--- src/rtl/daq_event_packer.sv ---
// -----------------------------------------------------------------------------
// daq_event_packer
//
// Buffers the framed 64-bit event stream (header, body..., trailer) coming from
// the data transfer manager and forwards it to the DAQ link serializer.
// The write side checks the framing, drops misplaced words and stamps the event
// length into trailer bits [19:0]. The read side pops one word per cycle
// whenever the FIFO holds data and the link is not almost full.
//
// Optional feature: define DAQ_EVENT_CRC16_EN to replace trailer bits [47:32]
// with a CRC-16-CCITT (0x1021, init 0xFFFF, MSB first) of the event's
// header and body words.
//
// Ports:
//   clk, rst_n        clock / asynchronous active-low reset
//   daq_data[63:0]    incoming event word
//   daq_valid         incoming word valid
//   daq_header        incoming word is a header
//   daq_trailer       incoming word is a trailer
//   daq_ready         a word can be accepted this cycle
//   link_data[63:0]   word to the link (registered)
//   link_valid        one-cycle strobe per link word
//   link_header       link word is a header
//   link_trailer      link word is a trailer
//   link_almost_full  link cannot take more words
//   err_framing       one-cycle pulse per framing error
//   event_count[31:0] trailers written since reset (wraps)
// -----------------------------------------------------------------------------
module daq_event_packer #(
    parameter int DEPTH = 16,
    parameter int AW    = 4
) (
    input  logic        clk,
    input  logic        rst_n,
    input  logic [63:0] daq_data,
    input  logic        daq_valid,
    input  logic        daq_header,
    input  logic        daq_trailer,
    output logic        daq_ready,
    output logic [63:0] link_data,
    output logic        link_valid,
    output logic        link_header,
    output logic        link_trailer,
    input  logic        link_almost_full,
    output logic        err_framing,
    output logic [31:0] event_count
);

    typedef enum logic [0:0] {
        WAIT_HDR = 1'b0,
        IN_EVENT = 1'b1
    } state_t;

    localparam logic [AW:0] FULL_CNT = (AW+1)'(DEPTH);

    state_t       r_state;
    state_t       w_state_nxt;
    logic [AW:0]  r_count;
    logic [AW-1:0] r_wr_ptr;
    logic [AW-1:0] r_rd_ptr;
    logic [65:0]  r_mem [DEPTH];     // {header, trailer, data}
    logic [19:0]  r_len;
    logic [19:0]  w_len_nxt;
    logic [19:0]  w_len_inc;
    logic         w_acc;
    logic         w_pop;
    logic         w_write;
    logic         w_err;
    logic         w_ev_inc;
    logic [65:0]  w_wentry;
    logic         r_err;
    logic [31:0]  r_event_count;
    logic [63:0]  r_link_data;
    logic         r_link_valid;
    logic         r_link_header;
    logic         r_link_trailer;

`ifdef DAQ_EVENT_CRC16_EN
    logic [15:0]  r_crc;
    logic [15:0]  w_crc_nxt;

    // CRC-16-CCITT advanced over one 64-bit word, most significant bit first
    function automatic logic [15:0] crc16_word(input logic [15:0] crc_in,
                                               input logic [63:0] data_in);
        logic [15:0] c;
        logic        fb;
        c = crc_in;
        for (int i = 63; i >= 0; i--) begin
            fb = c[15] ^ data_in[i];
            c  = {c[14:0], 1'b0} ^ ({16{fb}} & 16'h1021);
        end
        return c;
    endfunction
`endif

    assign daq_ready    = (r_count != FULL_CNT);
    assign w_acc        = daq_valid && daq_ready;
    assign w_pop        = (r_count != {(AW+1){1'b0}}) && !link_almost_full;
    // Length saturates instead of wrapping on absurdly long events
    assign w_len_inc    = (r_len == 20'hFFFFF) ? r_len : (r_len + 20'd1);

    assign link_data    = r_link_data;
    assign link_valid   = r_link_valid;
    assign link_header  = r_link_header;
    assign link_trailer = r_link_trailer;
    assign err_framing  = r_err;
    assign event_count  = r_event_count;

    // Framing FSM: next state, FIFO write decision and trailer stamping
    always_comb begin
        w_state_nxt = r_state;
        w_len_nxt   = r_len;
        w_write     = 1'b0;
        w_err       = 1'b0;
        w_ev_inc    = 1'b0;
        w_wentry    = {1'b0, 1'b0, daq_data};
`ifdef DAQ_EVENT_CRC16_EN
        w_crc_nxt   = r_crc;
`endif
        if (w_acc) begin
            if (daq_header && daq_trailer) begin
                w_err = 1'b1;
            end else if (daq_header) begin
                // A header inside an event abandons the old one
                w_err       = (r_state == IN_EVENT);
                w_write     = 1'b1;
                w_wentry    = {1'b1, 1'b0, daq_data};
                w_len_nxt   = 20'd1;
                w_state_nxt = IN_EVENT;
`ifdef DAQ_EVENT_CRC16_EN
                w_crc_nxt   = crc16_word(16'hFFFF, daq_data);
`endif
            end else if (r_state == WAIT_HDR) begin
                w_err = 1'b1;
            end else if (daq_trailer) begin
                w_write     = 1'b1;
                w_wentry    = {1'b0, 1'b1, daq_data[63:20], w_len_inc};
`ifdef DAQ_EVENT_CRC16_EN
                w_wentry[47:32] = r_crc;
`endif
                w_ev_inc    = 1'b1;
                w_len_nxt   = 20'd0;
                w_state_nxt = WAIT_HDR;
            end else begin
                w_write     = 1'b1;
                w_len_nxt   = w_len_inc;
`ifdef DAQ_EVENT_CRC16_EN
                w_crc_nxt   = crc16_word(r_crc, daq_data);
`endif
            end
        end else begin
            w_write = 1'b0;
        end
    end

    // FSM state, event length, error pulse and event counter
    always_ff @(posedge clk or negedge rst_n) begin
        if (!rst_n) begin
            r_state       <= WAIT_HDR;
            r_len         <= 20'd0;
            r_err         <= 1'b0;
            r_event_count <= 32'd0;
        end else begin
            r_state       <= w_state_nxt;
            r_len         <= w_len_nxt;
            r_err         <= w_err;
            r_event_count <= r_event_count + {31'd0, w_ev_inc};
        end
    end

`ifdef DAQ_EVENT_CRC16_EN
    // Running CRC of the current event
    always_ff @(posedge clk or negedge rst_n) begin
        if (!rst_n) begin
            r_crc <= 16'hFFFF;
        end else begin
            r_crc <= w_crc_nxt;
        end
    end
`endif

    // FIFO storage; contents are don't-care until written, pointers define validity
    always_ff @(posedge clk) begin
        if (w_write) begin
            r_mem[r_wr_ptr] <= w_wentry;
        end
    end

    // FIFO pointers and occupancy
    always_ff @(posedge clk or negedge rst_n) begin
        if (!rst_n) begin
            r_wr_ptr <= {AW{1'b0}};
            r_rd_ptr <= {AW{1'b0}};
            r_count  <= {(AW+1){1'b0}};
        end else begin
            if (w_write) begin
                r_wr_ptr <= r_wr_ptr + {{(AW-1){1'b0}}, 1'b1};
            end
            if (w_pop) begin
                r_rd_ptr <= r_rd_ptr + {{(AW-1){1'b0}}, 1'b1};
            end
            case ({w_write, w_pop})
                2'b10:   r_count <= r_count + {{AW{1'b0}}, 1'b1};
                2'b01:   r_count <= r_count - {{AW{1'b0}}, 1'b1};
                default: r_count <= r_count;
            endcase
        end
    end

    // Link output register: data/flags hold between pops, valid is a strobe
    always_ff @(posedge clk or negedge rst_n) begin
        if (!rst_n) begin
            r_link_data    <= 64'd0;
            r_link_header  <= 1'b0;
            r_link_trailer <= 1'b0;
            r_link_valid   <= 1'b0;
        end else if (w_pop) begin
            r_link_data    <= r_mem[r_rd_ptr][63:0];
            r_link_header  <= r_mem[r_rd_ptr][65];
            r_link_trailer <= r_mem[r_rd_ptr][64];
            r_link_valid   <= 1'b1;
        end else begin
            r_link_valid   <= 1'b0;
        end
    end

endmodule

--- config.mk ---
export PLATFORM = sky130hd
export DESIGN_NAME = daq_event_packer
export DESIGN_NICKNAME = d
export VERILOG_FILES = /design/src/rtl/daq_event_packer.sv
export SDC_FILE = /design/constraint.sdc
export NUM_CORES = 1
export LEC_CHECK = 0
export ABC_CLOCK_PERIOD_IN_PS = 10350
export CORE_MARGIN = 2
export CORE_UTILIZATION = 50
export DETAILED_ROUTE_END_ITERATION = 8
export PLACE_DENSITY_LB_ADDON = 0.15
export SYNTH_ARGS = -nofsm -noshare
export SYNTH_HDL_FRONTEND = slang
export SYNTH_SLANG_ARGS = --single-unit
--- constraint.sdc ---
create_clock -name clk -period 10.35 [get_ports clk]
set_input_delay 2.07 -clock clk [delete_from_list [all_inputs] [get_ports clk]]
set_output_delay 2.07 -clock clk [all_outputs]
set_load 0.05 [all_outputs]
==> results of run 1 <==
## per-stage QoR
stage	utilization, %	worst slack, ns	cell area [um2]	instances
floorplan	-	0.6541	46110	2201
global placement	53.89	4.816	49320	3495
detailed placement	53.89	4.709	49320	3495
CTS	58.30	5.438	53360	3722
global route	58.30	5.267	53360	3723
finish	58.30	5.430	53360	3723
## final cells by class
type / count / area [um2]
multi-input combinational: 873 / 10540
sequential: 1190 / 35070
inverter: 21 / 78.83
antenna: 1 / 2.502
clock inverter: 69 / 726.9
fill: 6568 / 38160
clock buffer: 158 / 3309
timing repair buffer: 225 / 2141
tap: 1186 / 1484
## per-layer routing
metal | up-vias | part of all wire (%) | routed length (um)
li1 | 9549 | - | -
met1 | 11850 | 44 | 42230
met3 | 128 | 4.8 | 4672
met4 | 0 | 2.1 | 2049
met2 | 608 | 49 | 47630
met5 | - | 0 | 0
## worst paths after layout
path                            startpoint         endpoint  slack [ns]  cells past startpoint
setup / recovery                daq_header    r_mem[13][58]        5.43                      7
hold / removal             event_count[31]  event_count[31]        0.46                      1
setup reg to reg               r_rd_ptr[0]    link_data[18]        6.35                      6
hold reg to reg            event_count[31]  event_count[31]        0.46                      1
max in group asynchronous            rst_n      r_rd_ptr[1]        7.32                      2
min in group asynchronous            rst_n   event_count[4]        1.49                      1
## sequential cells by signal, indices dropped and copies added, names as in the netlist, 4 cells and up
register / count
link_data: 64
r_wr_ptr: 4
r_len: 20
event_count: 32
r_mem: 1056
r_rd_ptr: 4
r_count: 5
## kinds of logic (layout without fill, tap and decap cells)
kind of cell,after synthesis,count (layout)
mux,398,398
simple gates,193,193
fa+ha+maj,13,13
xor+xnor,56,56
other cells,0,1
flops,1190,1190
compound gates,213,213
buf+inv,138,473
## report_power, final
part | internal [uW] | switching (uW) | total (uW)
Combinational | 1710 | 2070 | 3780
Clock | 2590 | 1760 | 4350
Sequential | 5650 | 352 | 6000
## synth_stat cells (all sizes together), types with 12 or more instances
master	number
o22ai	60
mux4	264
nand3	20
nand4	12
o21ai	35
clkbuf	44
nand2	57
mux2i	134
xnor2	35
ha	12
dfrtp	134
and3	15
nor3	18
nor2	31
inv	20
a21oi	15
xor2	21
a31oi	15
buf	73
edfxtp	1056
a21o	63
==> flow_summary_export.csv, run 1 <==
group,metric,value,unit
status,status,"finished clean",
logic_synthesis,synth.distinct_cells,57,
logic_synthesis,synth_mux_area_share,15.80,%
global_routing,grt_max_degree,164,
critical_path,cp.arrival,5.22,ns
cts,clock-sinks,1190,
power_and_ir_drop,peakVddDrop,304.1,uV
sta,fin_tns_setup,0,ns
placed_design,hpwlAfterDp,52.55,mm
die,die_w,307.7,um
logic_synthesis,ys_seq_area_share,76.04,%
worst_hold_path,hold_class,"register to register",
die,io-pin-count,171,
layout,final_common_cell,"edfxtp_1",
critical_path,cp.required,10.65,ns
global_routing,met3_usage,3.007,%
sta,rsz0062_at_grt,"no",
global_routing,grt-ovfl-total,0,
power_and_ir_drop,finalPower,14140,uW
logic_synthesis,syn_area_per_cell,20.95,um2
power_and_ir_drop,p_leak,0.01805,uW
layout,area_growth,15.72,%
placed_design,gp_congestion,0.8106,
logic_synthesis,synthAdderAreaFrac,0.3690,%
run,max_cap_violations,0,
detailed_routing,drc_errors,0,
sta,post-route-min-period,4.920,ns
critical_path,critPathSlowestCell,"nor2_4",
die,die_h,307.7,um
critical_path,crit_chain,"clkdlybuf4s50_1 -> nand2b_1 -> a21oi_2 -> buf_4 -> nand3_1 -> nor2_4 -> buf_4",
critical_path,path_class,"primary input to register",
cts,ctsResizeCount,0,
layout,drive_gt1_share,21.37,%
power_and_ir_drop,p_per_area,264.9,mW/mm2
layout,final_cell_mix,"edfxtp_1, mux4_2, clkdlybuf4s50_1, mux2i_1, dfrtp_1",
cts,cts_setup_buffers,0,
die,rows,111,
sta,hold_slack,0.4643,ns
cts,holdBufCountCts,0,
logic_synthesis,synthTopCellsByArea,"edfxtp_1, mux4_2, dfrtp_1",
global_routing,antenna_found_initial,1,
global_routing,busiest_layer,"met2",
logic_synthesis,synth_nets,2284,
cts,cts_max_level,3,
die,coreArea,0.09152,mm2
logic_synthesis,yosysWarningCount,0,
sta,maxSlewViolCount,0,
detailed_routing,ant_nets,0,
logic_synthesis,synth_top_family_by_area,"multiplexers",
logic_synthesis,synth-simple-area-share,2.317,%
global_routing,grt_first_pass_wirelength,146.5,mm
detailed_routing,avgViaCountPerCell,5.945,
global_routing,grt_pass1_vias,23510,
sta,maxSlewHeadroom,15.54,%
logic_synthesis,synth_ff_type,"edfxtp_1",
logic_synthesis,synth_top_area_share,68.77,%
logic_synthesis,syn_inst,2201,
logic_synthesis,synth_edf_count,1056,
die,initial_core_util,50.38,%
sta,setup_viol,0,
detailed_routing,drt-total-wl,96.58,mm
logic_synthesis,ys_ff_latch,1190,
logic_synthesis,synthArstFlopShare,11.26,%
logic_synthesis,synth_xor_xnor_area_share,1.064,%
critical_path,cpPeakStageDelay,0.84,ns
sta,hold_viol,0,
critical_path,crit_fanout,40,
cts,numCtsBuffers,119,
sta,post-route-period-util,47.54,%
global_routing,track_usage,20.79,%
cts,root_buffer,"clkbuf_16",
cts,clk_path_buf_depth,3,
global_routing,met1_usage,29.43,%
placed_design,portBuffers,170,
detailed_routing,first_pass_iters,7,
layout,nNetsFinal,2513,
cts,clkTransAtPathRegs,0.06,ns
global_routing,met2_usage,34.09,%
critical_path,cp-end-kind,"register",
cts,tritoncts,"done",
logic_synthesis,synth.largest_area_cell,"edfxtp_1",
critical_path,critPathMostFrequentCell,"buf_4",
cts,clk_latency,0.70,ns
logic_synthesis,synth-compound-area-share,3.074,%
sta,clock_skew,0.03378,ns
detailed_routing,wire_per_inst,25.94,um
detailed_routing,vias,22130,
logic_synthesis,syn_area,0.04611,mm2
critical_path,critPathLaunchType,"primary input",
critical_path,critPathTopFamily,"buffers and inverters",
sta,fmax,203.3,MHz
die,die_area,0.09467,mm2
critical_path,cp_num_buf_inv,3,
detailed_routing,drt_iter0_drc,1922,
sta,tightest_slew,1.261,ns
No activity file was read; power rests on OpenSTA's default activity.
==> run 2, diff against run 1 <==
Settings changed: ABC_CLOCK_PERIOD_IN_PS 10350 to 4700.
Clock period 10.35 ns to 4.7 ns, I/O delays scaled along.
==> run 2 against run 1 <==
Against the previous run:
- clock power increased by 130%
- register-to-register slack worse by 5.1 ns
- hold slack lost 0.17 ns
- largest power group unchanged
- flip-flop and latch count unchanged
- utilization is 0.69 points higher
- non-clock buffer count rose by 21
- design area is 1.2% higher
==> flow_summary_export.csv, run 2 (synthesis gave the netlist of run 1 again) <==
group,metric,value,unit
status,status,"finished clean",
detailed_routing,first_pass_iters,5,
cts,clock-sinks,1190,
detailed_routing,vias,22440,
detailed_routing,drc_errors,0,
global_routing,track_usage,21.76,%
die,die_w,307.7,um
cts,cts_max_level,3,
die,rows,111,
layout,top_register,"r_mem",
placed_design,portBuffers,170,
sta,fmax,289.6,MHz
layout,area_growth,17.09,%
global_routing,grt_first_pass_wirelength,151.9,mm
placed_design,dp.cells,3516,
placed_design,gp_congestion,0.7976,
sta,post-route-period-util,73.47,%
sta,clock_skew,0.02345,ns
die,coreArea,0.09152,mm2
run,max_cap_violations,0,
critical_path,critPathLaunchType,"register",
cts,numCtsBuffers,118,
cts,clk_path_buf_depth,3,
sta,setup_viol,0,
die,die_area,0.09467,mm2
placed_design,hpwlAfterDp,54.26,mm
die,io-pin-count,171,
critical_path,cp-end-kind,"register",
layout,layout.cells.non_filler,3741,
detailed_routing,drt_iter0_drc,2104,
power_and_ir_drop,finalPower,31690,uW
global_routing,antenna_found_initial,1,
global_routing,grt-ovfl-total,0,
global_routing,grt_max_degree,71,
sta,fin_tns_setup,0,ns
critical_path,cp.arrival,3.73,ns
power_and_ir_drop,p_per_area,586.9,mW/mm2
sta,tightest_slew,1.398,ns
worst_hold_path,hold_class,"primary input to asynchronous set/reset pin",
detailed_routing,drt-total-wl,101.6,mm
layout,fillerInstances,6580,
critical_path,cp.required,4.97,ns
layout,largest_reg_flops,1056,
die,die_h,307.7,um
die,initial_core_util,50.38,%
critical_path,path_class,"register to register",
cts,cts_setup_buffers,0,
sta,maxSlewHeadroom,6.163,%
layout,drive_gt1_share,22.11,%
detailed_routing,avgViaCountPerCell,5.998,
power_and_ir_drop,peakVddDrop,332.1,uV
cts,holdBufCountCts,0,
sta,post-route-min-period,3.453,ns
cts,ctsResizeCount,0,
cts,root_buffer,"clkbuf_16",
sta,hold_viol,0,
power_and_ir_drop,p_leak,0.01832,uW
global_routing,grt_pass1_vias,23910,
sta,maxSlewViolCount,0,
layout,nNetsFinal,2533,
layout,postLayoutCoreUtil,58.99,%
detailed_routing,wire_per_inst,27.15,um
sta,rsz0062_at_grt,"no",
critical_path,crit_fanout,16,
sta,hold_slack,0.2915,ns
layout,diodes,0,
detailed_routing,ant_nets,0,
cts,clk_latency,0.68,ns
cts,tritoncts,"done",
layout,final_cell_mix,"edfxtp_1, mux4_2, clkdlybuf4s50_1, mux2i_1, dfrtp_1",
cts,clkTransAtPathRegs,0.07,ns
layout,final_common_cell,"edfxtp_1",
==> run 2: cell count changes in the layout (fill, tap and decap cells not counted), moves of 4 or more <==
cell and delta:
bufinv_16 +4, nor4_4 +4, clkbuf_1 -7, clkinv_2 -4
nor4_2 -4, buf_12 +28, buf_4 -7
==> run 2: area by class of cell <==
cell class              instances  area [um2]  share of cell area (%)
well taps                    1186        1484                   2.748
multi-input cells             873       10580                   19.59
repair buffers                246        2649                   4.906
flip-flops and latches       1190       35070                   64.96
clock inverters                72       823.3                   1.525
clock buffers                 153        3304                   6.120
inverters                      21       78.83                  0.1460
==> run 2: worst max-delay path, stage by stage (launching register included) <==
cell,delay (ns)
dfrtp_1,0.46
nor4_4,0.41
a21oi_1,0.18
nand3b_1,0.15
clkinv_1,0.47
buf_4,0.40
a31oi_1,0.97
==> run 2: per-stage QoR <==
stage / cell area, um2 / worst slack (ns)
2_1_floorplan: 46150 / -1.937
3_3_place_gp: 49870 / 0.9018
3_5_place_dp: 49870 / 0.7074
4_1_cts: 53990 / 1.298
5_1_grt: 53990 / 1.028
6_report: 53990 / 1.247
==> run 2: worst paths after layout <==
| path | start | to | slack (ns) | cells after the start |
|---|---|---|---|---|
| max | r_count[0] | r_mem[11][16] | 1.25 | 6 |
| min | rst_n | link_data[45] | 0.29 | 1 |
| max reg2reg | r_count[0] | r_mem[11][16] | 1.25 | 6 |
| min reg2reg | event_count[31] | event_count[31] | 0.47 | 1 |
| max in group asynchronous | rst_n | event_count[17] | 3.42 | 2 |
| min in group clk | event_count[31] | event_count[31] | 0.47 | 1 |
==> run 2: power by group <==
part	internal (uW)	switching [uW]
logic	3930	4670
clock network	5930	3930
registers	12400	785
==> run 2: metal layers <==
metal | track usage, % | vias up | share of wire [%]
li1 | - | 9586 | -
met1 | 31.46 | 12020 | 44
met2 | 35.29 | 710 | 49
met3 | 3.331 | 123 | 5.9
met4 | 5.162 | 0 | 1.6
met5 | 0 | - | 0
